<file path="src/rtl/cpu_pkg.sv">
// Shared CPU definitions for the bit-serial datapath.
//  CPU_WIDTH : datapath/register width
//  alu_op_e  : ALU operation encoding (11x reserved, treated as PASS)
//  state_e   : serial ALU sequencer states
package cpu_pkg;

  localparam int unsigned CPU_WIDTH = 8;

  typedef enum logic [2:0] {
    OP_ADD  = 3'b000,
    OP_SUB  = 3'b001,
    OP_AND  = 3'b010,
    OP_OR   = 3'b011,
    OP_XOR  = 3'b100,
    OP_PASS = 3'b101
  } alu_op_e;

  typedef enum logic [1:0] {
    ST_IDLE,
    ST_EXEC,
    ST_STORE
  } state_e;

endpackage

</file>
<file path="src/rtl/alu_bit_slice.sv">
// One-bit combinational ALU slice for the serial ALU.
//  a, b      : operand bits (b is the raw operand; inversion for SUB is done here)
//  carry_in  : carry from the previous (less significant) bit
//  op        : alu_op_e encoding; unknown codes behave as PASS(A)
//  r         : result bit
//  carry_out : next carry (arithmetic ops only; logic ops pass carry_in through)
module alu_bit_slice
  import cpu_pkg::*;
(
  input  logic       a,
  input  logic       b,
  input  logic       carry_in,
  input  logic [2:0] op,
  output logic       r,
  output logic       carry_out
);

  logic b_eff;

  always_comb begin
    r         = a;
    carry_out = carry_in;
    b_eff     = b;
    case (op)
      OP_ADD, OP_SUB: begin
        b_eff     = (op == OP_SUB) ? ~b : b;
        r         = a ^ b_eff ^ carry_in;
        carry_out = (a & b_eff) | (a & carry_in) | (b_eff & carry_in);
      end
      OP_AND:  r = a & b;
      OP_OR:   r = a | b;
      OP_XOR:  r = a ^ b;
      default: r = a;
    endcase
  end

endmodule

</file>
<file path="src/rtl/alu_serial.sv">
// Bit-serial ALU and accumulator sitting downstream of the serial register file.
// Walks the regfile through WIDTH shift pulses, consumes rs1/rs2 bits LSB-first,
// shifts results into the accumulator, then strobes a parallel store back to rs1.
// Optional feature macro: ALU_FLAGS_EN (adds flag_z/flag_c/flag_n outputs).
// Ports:
//  clk, rst      : clock (rising edge), asynchronous active-high reset
//  start         : launch an operation (sampled only in IDLE)
//  alu_op        : operation code (see cpu_pkg::alu_op_e)
//  b_sel         : 0 -> B from rs2_bit, 1 -> B from serialised imm
//  imm           : immediate, captured on accepted start
//  rs1_bit       : operand A bit from regfile
//  rs2_bit       : operand B bit from regfile
//  reg_shift_en  : advance regfile bit index (EXEC only)
//  reg_store_en  : one-cycle parallel store strobe
//  wr_bit        : current result bit (combinational, 0 outside EXEC)
//  acc_bits      : accumulator, to regfile parallel store
//  busy          : high in EXEC and STORE
//  done          : one-cycle pulse in the first IDLE cycle after STORE
//  flag_z/c/n    : zero / carry (no-borrow for SUB) / negative, updated in STORE
module alu_serial
  import cpu_pkg::*;
#(
  parameter int unsigned WIDTH = CPU_WIDTH
) (
  input  logic             clk,
  input  logic             rst,
  input  logic             start,
  input  logic [2:0]       alu_op,
  input  logic             b_sel,
  input  logic [WIDTH-1:0] imm,
  input  logic             rs1_bit,
  input  logic             rs2_bit,
  output logic             reg_shift_en,
  output logic             reg_store_en,
  output logic             wr_bit,
  output logic [WIDTH-1:0] acc_bits,
`ifdef ALU_FLAGS_EN
  output logic             flag_z,
  output logic             flag_c,
  output logic             flag_n,
`endif
  output logic             busy,
  output logic             done
);

  localparam int unsigned CW = (WIDTH > 1) ? $clog2(WIDTH) : 1;
  localparam logic [CW-1:0] LAST = CW'(WIDTH - 1);

  state_e           state;
  logic [2:0]       op_q;
  logic             b_sel_q;
  logic [WIDTH-1:0] imm_sr;
  logic             carry;
  logic [CW-1:0]    cnt;

  logic b_bit;
  logic r;
  logic carry_nxt;

  assign b_bit = b_sel_q ? imm_sr[0] : rs2_bit;

  alu_bit_slice u_slice (
    .a         (rs1_bit),
    .b         (b_bit),
    .carry_in  (carry),
    .op        (op_q),
    .r         (r),
    .carry_out (carry_nxt)
  );

  assign wr_bit = (state == ST_EXEC) ? r : 1'b0;

  // Strobes are registered alongside the state transitions so they line up
  // exactly with the state they describe.
  always_ff @(posedge clk or posedge rst) begin
    if (rst) begin
      state        <= ST_IDLE;
      op_q         <= '0;
      b_sel_q      <= 1'b0;
      imm_sr       <= '0;
      carry        <= 1'b0;
      cnt          <= '0;
      acc_bits     <= '0;
      reg_shift_en <= 1'b0;
      reg_store_en <= 1'b0;
      busy         <= 1'b0;
      done         <= 1'b0;
`ifdef ALU_FLAGS_EN
      flag_z       <= 1'b0;
      flag_c       <= 1'b0;
      flag_n       <= 1'b0;
`endif
    end else begin
      done         <= 1'b0;
      reg_store_en <= 1'b0;
      case (state)
        ST_IDLE: begin
          if (start) begin
            state        <= ST_EXEC;
            op_q         <= alu_op;
            b_sel_q      <= b_sel;
            imm_sr       <= imm;
            carry        <= (alu_op == OP_SUB);
            cnt          <= '0;
            reg_shift_en <= 1'b1;
            busy         <= 1'b1;
          end
        end
        ST_EXEC: begin
          acc_bits <= {r, acc_bits[WIDTH-1:1]};
          imm_sr   <= imm_sr >> 1;
          carry    <= carry_nxt;
          cnt      <= cnt + 1'b1;
          if (cnt == LAST) begin
            state        <= ST_STORE;
            reg_shift_en <= 1'b0;
            reg_store_en <= 1'b1;
          end
        end
        ST_STORE: begin
          state <= ST_IDLE;
          busy  <= 1'b0;
          done  <= 1'b1;
`ifdef ALU_FLAGS_EN
          flag_z <= (acc_bits == '0);
          flag_n <= acc_bits[WIDTH-1];
          flag_c <= carry;
`endif
        end
        default: state <= ST_IDLE;
      endcase
    end
  end

endmodule
</file>
<file path="config.mk">
export PLATFORM = sky130hd
export DESIGN_NAME = alu_serial
export DESIGN_NICKNAME = d
export VERILOG_FILES = /design/src/rtl/cpu_pkg.sv /design/src/rtl/alu_bit_slice.sv /design/src/rtl/alu_serial.sv
export SDC_FILE = /design/constraint.sdc
export NUM_CORES = 1
export LEC_CHECK = 0
export ABC_AREA = 1
export CORE_MARGIN = 2
export CORE_UTILIZATION = 53
export DETAILED_ROUTE_END_ITERATION = 8
export HOLD_SLACK_MARGIN = 0.02
export PLACE_DENSITY = 0.83
export SYNTH_ARGS = -nofsm -noshare
export SYNTH_HDL_FRONTEND = slang
export SYNTH_SLANG_ARGS = --single-unit
</file>
<file path="constraint.sdc">
create_clock -name clk -period 5.07 [get_ports clk]
set_input_delay 1.014 -clock clk [delete_from_list [all_inputs] [get_ports clk]]
set_output_delay 1.014 -clock clk [all_outputs]
set_load 0.02 [all_outputs]
</file>
==> results of run 1 <==
[per-layer routing]
layer,part of all wire,track usage
met1,0.45,0.222
met2,0.49,0.304
met3,0.035,0.0488
met4,0.028,0.111
met5,0,0
[path summary, 6_finish.rpt]
kind                                            to  slack (ns)  cells past startpoint
setup / recovery                            wr_bit        0.90                      9
hold / removal               imm_sr[6]$_DFFE_PP0P_        0.49                      2
setup reg to reg           acc_bits[7]$_DFFE_PP0P_        3.32                      7
hold reg to reg              imm_sr[6]$_DFFE_PP0P_        0.49                      2
max in group asynchronous    imm_sr[7]$_DFFE_PP0P_        3.16                      2
min in group asynchronous  acc_bits[5]$_DFFE_PP0P_        1.25                      2
[power by group]
part / switching (mW) / total (mW) / internal [mW] / leakage [nW]
clock: 0.0818 / 0.149 / 0.0671 / 0.0353
combinational: 0.295 / 0.506 / 0.211 / 0.515
sequential: 0.0682 / 0.407 / 0.339 / 0.372
total: 0.445 / 1.06 / 0.617 / 0.922
[logic make-up after synthesis]
kind of cell | synth area share
flops | 0.530
compound gates | 0.0662
xor+xnor | 0.00618
buf+inv | 0.0750
fa+ha+maj | 0.0494
simple gates | 0.274
[cells in the mapped netlist, drive strengths merged]
cell   count  share of area
a21oi      1         0.0035
a22o       2          0.012
buf        4          0.023
dfrtp     30           0.53
fa         1          0.014
ha         4          0.035
inv       19          0.052
nand2     77           0.20
nand3      8          0.028
nor2       8          0.034
nor3       2         0.0071
o21a       1         0.0053
o21ai     12          0.045
xor2       1         0.0062
[through the flow]
stage | util | setup slack, ns | total power [mW]
finish | 0.709 | 0.899 | 1.06
global placement | 0.685 | 0.930 | 0.896
floorplan | - | 1.87 | 0.768
detailed placement | 0.685 | 0.905 | 0.922
global route | 0.709 | 0.809 | 1.16
CTS | 0.709 | 0.897 | 1.07
[area by class of cell]
type | count | area share
Clock buffer | 7 | 0.0311
Clock inverter | 1 | 0.00282
Inverter | 19 | 0.0416
Multi-Input combinational cell | 117 | 0.316
Sequential cell | 30 | 0.423
Tap cell | 30 | 0.0212
Timing Repair Buffer | 29 | 0.164
[worst max-delay path, stage by stage]
cell and delay (ns):
clkdlybuf4s50_1 0.41, o21a_1 0.23, xor2_1 0.16, fa_1 0.49, nand3_1 0.08, nand3_1 0.08
nand2_1 0.06, inv_1 0.05, clkdlybuf4s50_1 0.59
[registers in the layout, indices dropped and copies added (netlist names), 2 cells and up]
register / cells
acc_bits: 8
cnt: 3
imm_sr: 8
op_q: 3
state: 2
==> run summary, run 1 <==
Peak supply drop = 371 uV
Post-CTS Hold Fix Bufs = 0
Hold_ws = 0.491 ns
Post-cts sizing count = 0
Commonest non-fill, non-tap cell in the layout = nand2_1
Initial antenna violation count = 0
CP required = 4.06 ns
Setup TNS Final = 0 ns
Hold Vio Cnt, Final = 0
Hold Crit Start = imm_sr[6]$_DFFE_PP0P_
GP Congestion = 0.842
Chip Width = 55.7 um
CP startpoint = rs2_bit
Dpl hpwl = 1.84 mm
Setup crit start kind = primary input
Design Area, Final = 0.00177 mm2
Cts bufs inserted = 5
Nets = 224
Pin count of the biggest net entering global routing = 31
Detailed Route Iter0 Violations = 24
TritonCTS clock tree = done
Avg Synthesized Cell Area = 8.34 um2
HP Class = register to register
Max Buffers Root-to-Sink = 2
Min Tclk post-route = 4.17 ns
# diodes = 0
Worst Clk Skew = 0.00767 ns
First-pass DRT Iterations = 4
IO buf count = 29
Most frequent cells in the layout = 77 x nand2_1, 30 x dfrtp_1, 29 x clkdlybuf4s50_1
Via count = 1145
Antenna viol nets, final = 0
Highest Clock Rate = 0.240 GHz
Tcrit/Tclk final = 0.823
Synthesis Warnings = 0
H-tree depth = 2
Slew Limit Fails = 0
Sequential-to-total area share from yosys stat = 0.530
Cell area power density = 599 mW/mm2
DR DRC count = 0
Worst-Skew Late Latency = 0.33 ns
Vias/cell = 4.91
Crit-path max FO = 3
Total I/O pin count = 30
P_leak = 0.922 nW
Reg clk slew, reported paths = 0.08 ns
Final setup fails = 0
Wire length per cell = 11.2 um
Total GRT Usage = 0.187
Critical path capture point type = output port
FF+latch area = 751 um2
R2R Path Start = op_q[2]$_DFFE_PP0P_
CP arrival = 3.16 ns
CTS Sinks = 30
CORE AREA = 0.00250 mm2
RSZ-0062 raised after global routing = no
Postcts setup bufs = 0
Routed Wire Length = 2.61 mm
CTS root buf = clkbuf_4
# fillers = 189
First-pass GRT wire length = 4.47 mm
Syn_nets = 192
Die area = 0.00310 mm2
Multi-input gate area = 561 um2
Initial Utilization = 0.567
WS Path Type = primary input to output port
Placed Cells = 225
Slew @ Worst Pin = 1.09 ns
Layout cells sized above 1 = 0.0690
Outcome = finished clean
Slew HR = 0.276
P&R area growth vs syn = 25.1%
FP Rows = 18
Post-synthesis cell type count = 20
Vert. Die Dim = 55.7 um
Post-Syn Area = 0.00142 mm2
Number of global-route vias before repair = 1064
Post-Synthesis Cells = 170
Placed Area = 0.00171 mm2
Grt ovf = 0
Maxcap violations = 0
Non-filler cells, final = 233
Seq cells post-synth = 30
(Power assumes the default switching activity.)
==> run 2, diff against run 1 <==
- CORE_UTILIZATION: 53 -> 45
- PLACE_DENSITY: 0.83 -> 0.75
- clock period: 5.07 -> 3.4 ns (I/O delays scaled with it)
==> run 2 against run 1 <==
  * Die area up 16%
  * Highest routed layer unchanged
  * Critical path type unchanged
  * Sequential power up 50%
  * Core utilization down 11 points
  * Register-to-register slack worse by 1.7 ns
  * Design area up 2.2%
  * Power up 51%
  * Clock power up 48%
  * Combinational power up 54%
  * Count of clock-buffer cells in the layout unchanged
==> run summary, run 2 (same netlist as run 1, synthesis figures left out) <==
Outcome = finished clean
CTS Sinks = 30 (unchanged)
Placed Area = 0.00175 mm2 (+2.3%)
Layout cells sized above 1 = 0.0825 (+0.0136)
Maxcap violations = 0 (unchanged)
P_leak = 0.939 nW (+1.8%)
Most frequent cells in the layout = 77 x nand2_1, 30 x dfrtp_1, 28 x clkdlybuf4s50_1
Peak supply drop = 395 uV (+6.6%)
Highest Clock Rate = 0.310 GHz
Antenna viol nets, final = 0 (unchanged)
Slew @ Worst Pin = 0.450 ns (-0.635 ns)
Vias/cell = 4.70 (-4.4%)
Fin util = 0.598 (-0.111)
Setup TNS Final = 0 ns (unchanged)
H-tree depth = 2 (unchanged)
Number of global-route vias before repair = 1093 (+2.7%)
TritonCTS clock tree = done
P&R area growth vs syn = 27.8%
Pwr Total = 1.61 mW (+51%)
Die area = 0.00362 mm2 (+16%)
Post-CTS Hold Fix Bufs = 0 (unchanged)
Grt ovf = 0 (unchanged)
Cts bufs inserted = 5 (unchanged)
Commonest non-fill, non-tap cell in the layout = nand2_1
Wire length per cell = 11.5 um (+2.8%)
Total I/O pin count = 30 (unchanged)
Final setup fails = 0 (unchanged)
FF+latch area = 751 um2 (unchanged)
Biggest regs = acc_bits x8, imm_sr x8
Reg clk slew, reported paths = 0.10 ns (+0.02 ns)
First-pass GRT wire length = 4.77 mm (+6.6%)
CORE AREA = 0.00303 mm2 (+21%)
# fillers = 290 (+53%)
Slew Limit Fails = 0 (unchanged)
DR DRC count = 0 (unchanged)
Dpl hpwl = 2.09 mm (+14%)
Initial antenna violation count = 0 (unchanged)
CTS root buf = clkbuf_4
RSZ-0062 raised after global routing = no
Post-cts sizing count = 1 (+1)
GP Congestion = 0.893 (+6.0%)
Pin count of the biggest net entering global routing = 31 (unchanged)
Initial Utilization = 0.468 (-0.0989)
Worst Clk Skew = 0.0138 ns (+0.00617 ns)
Cell area power density = 887 mW/mm2 (+48%)
Crit-path max FO = 2 (-1)
First-pass DRT Iterations = 4 (unchanged)
FP Rows = 20 (+2)
Critical path capture point type = output port
Tcrit/Tclk final = 0.948
Design Area, Final = 0.00181 mm2 (+2.2%)
Multi-input gate area = 561 um2 (unchanged)
Nets = 227 (+1.3%)
CP required = 2.72 ns (-1.34 ns)
Max Buffers Root-to-Sink = 2 (unchanged)
Worst-Skew Late Latency = 0.32 ns (about the same)
Routed Wire Length = 2.88 mm (+10%)
CP arrival = 2.54 ns (-0.62 ns)
HP Class = register to register
Postcts setup bufs = 0 (unchanged)
Total GRT Usage = 0.184 (-0.00328)
Vert. Die Dim = 60.1 um (+7.9%)
Via count = 1174 (+2.5%)
Chip Width = 60.1 um (+7.9%)
Min Tclk post-route = 3.22 ns
WS Path Type = primary input to output port
Detailed Route Iter0 Violations = 57 (+140%)
# diodes = 0 (unchanged)
IO buf count = 29 (unchanged)
Setup crit start kind = primary input
Hold Vio Cnt, Final = 0 (unchanged)
Slew HR = 0.699 (+0.423)
[run 2: cell count changes in the layout (fill, tap and decap cells not counted), sizes merged]
cell / previous run / this run
buf: 0 / 3
clkdlybuf4s50: 29 / 28
dlygate4sd2: 0 / 1
[run 2: layout make-up]
type	instances	share of cell area
Sequential cell	30	0.414
Multi-Input combinational cell	117	0.309
Timing Repair Buffer	32	0.172
Inverter	19	0.0407
Clock buffer	7	0.0304
Tap cell	44	0.0304
Clock inverter	1	0.00276
[run 2: worst max-delay path, cell delays in order]
cell and delay, ns:
clkdlybuf4s50_1 0.40, o21a_1 0.21, xor2_1 0.15, fa_1 0.48, nand3_1 0.08, nand3_1 0.08
nand2_1 0.07, inv_1 0.05, dlygate4sd2_1 0.32
[run 2: stage by stage]
step / hold slack, ns / instances / setup WS, ns
after floorplan: 0.449 / 170 / 0.872
after global placement: 0.458 / 242 / -0.0863
after detailed placement: 0.462 / 242 / -0.0994
after CTS: 0.485 / 250 / 0.162
after global routing: 0.526 / 250 / 0.0476
final: 0.485 / 250 / 0.178
[run 2: path summary, 6_finish.rpt]
kind                                            to                     from  slack [ns]  depth (start not counted)
min                        acc_bits[0]$_DFFE_PP0P_  acc_bits[0]$_DFFE_PP0P_        0.48                          2
min reg2reg                acc_bits[0]$_DFFE_PP0P_  acc_bits[0]$_DFFE_PP0P_        0.48                          2
min in group asynchronous  acc_bits[2]$_DFFE_PP0P_                      rst        0.72                          3
max                                         wr_bit                  rs2_bit        0.18                          9
max reg2reg                acc_bits[7]$_DFFE_PP0P_      op_q[2]$_DFFE_PP0P_        1.57                          8
max in group asynchronous    imm_sr[2]$_DFFE_PP0P_                      rst        2.39                          3
[run 2: report_power, final]
part	internal (mW)	switching, mW	leakage [nW]	total, mW
logic	0.327	0.451	0.531	0.778
clock network	0.100	0.121	0.0353	0.221
registers	0.505	0.103	0.372	0.609
total	0.933	0.675	0.939	1.61
[run 2: metal layers]
| metal | vias up | wire, um | GRT usage |
|---|---|---|---|
| met1 | 549 | 1200 | 0.213 |
| met3 | 4 | 113 | 0.0714 |
| met5 | - | 0 | 0 |
| li1 | 596 | - | - |
| met4 | 0 | 36 | 0.0603 |
| met2 | 25 | 1530 | 0.311 |
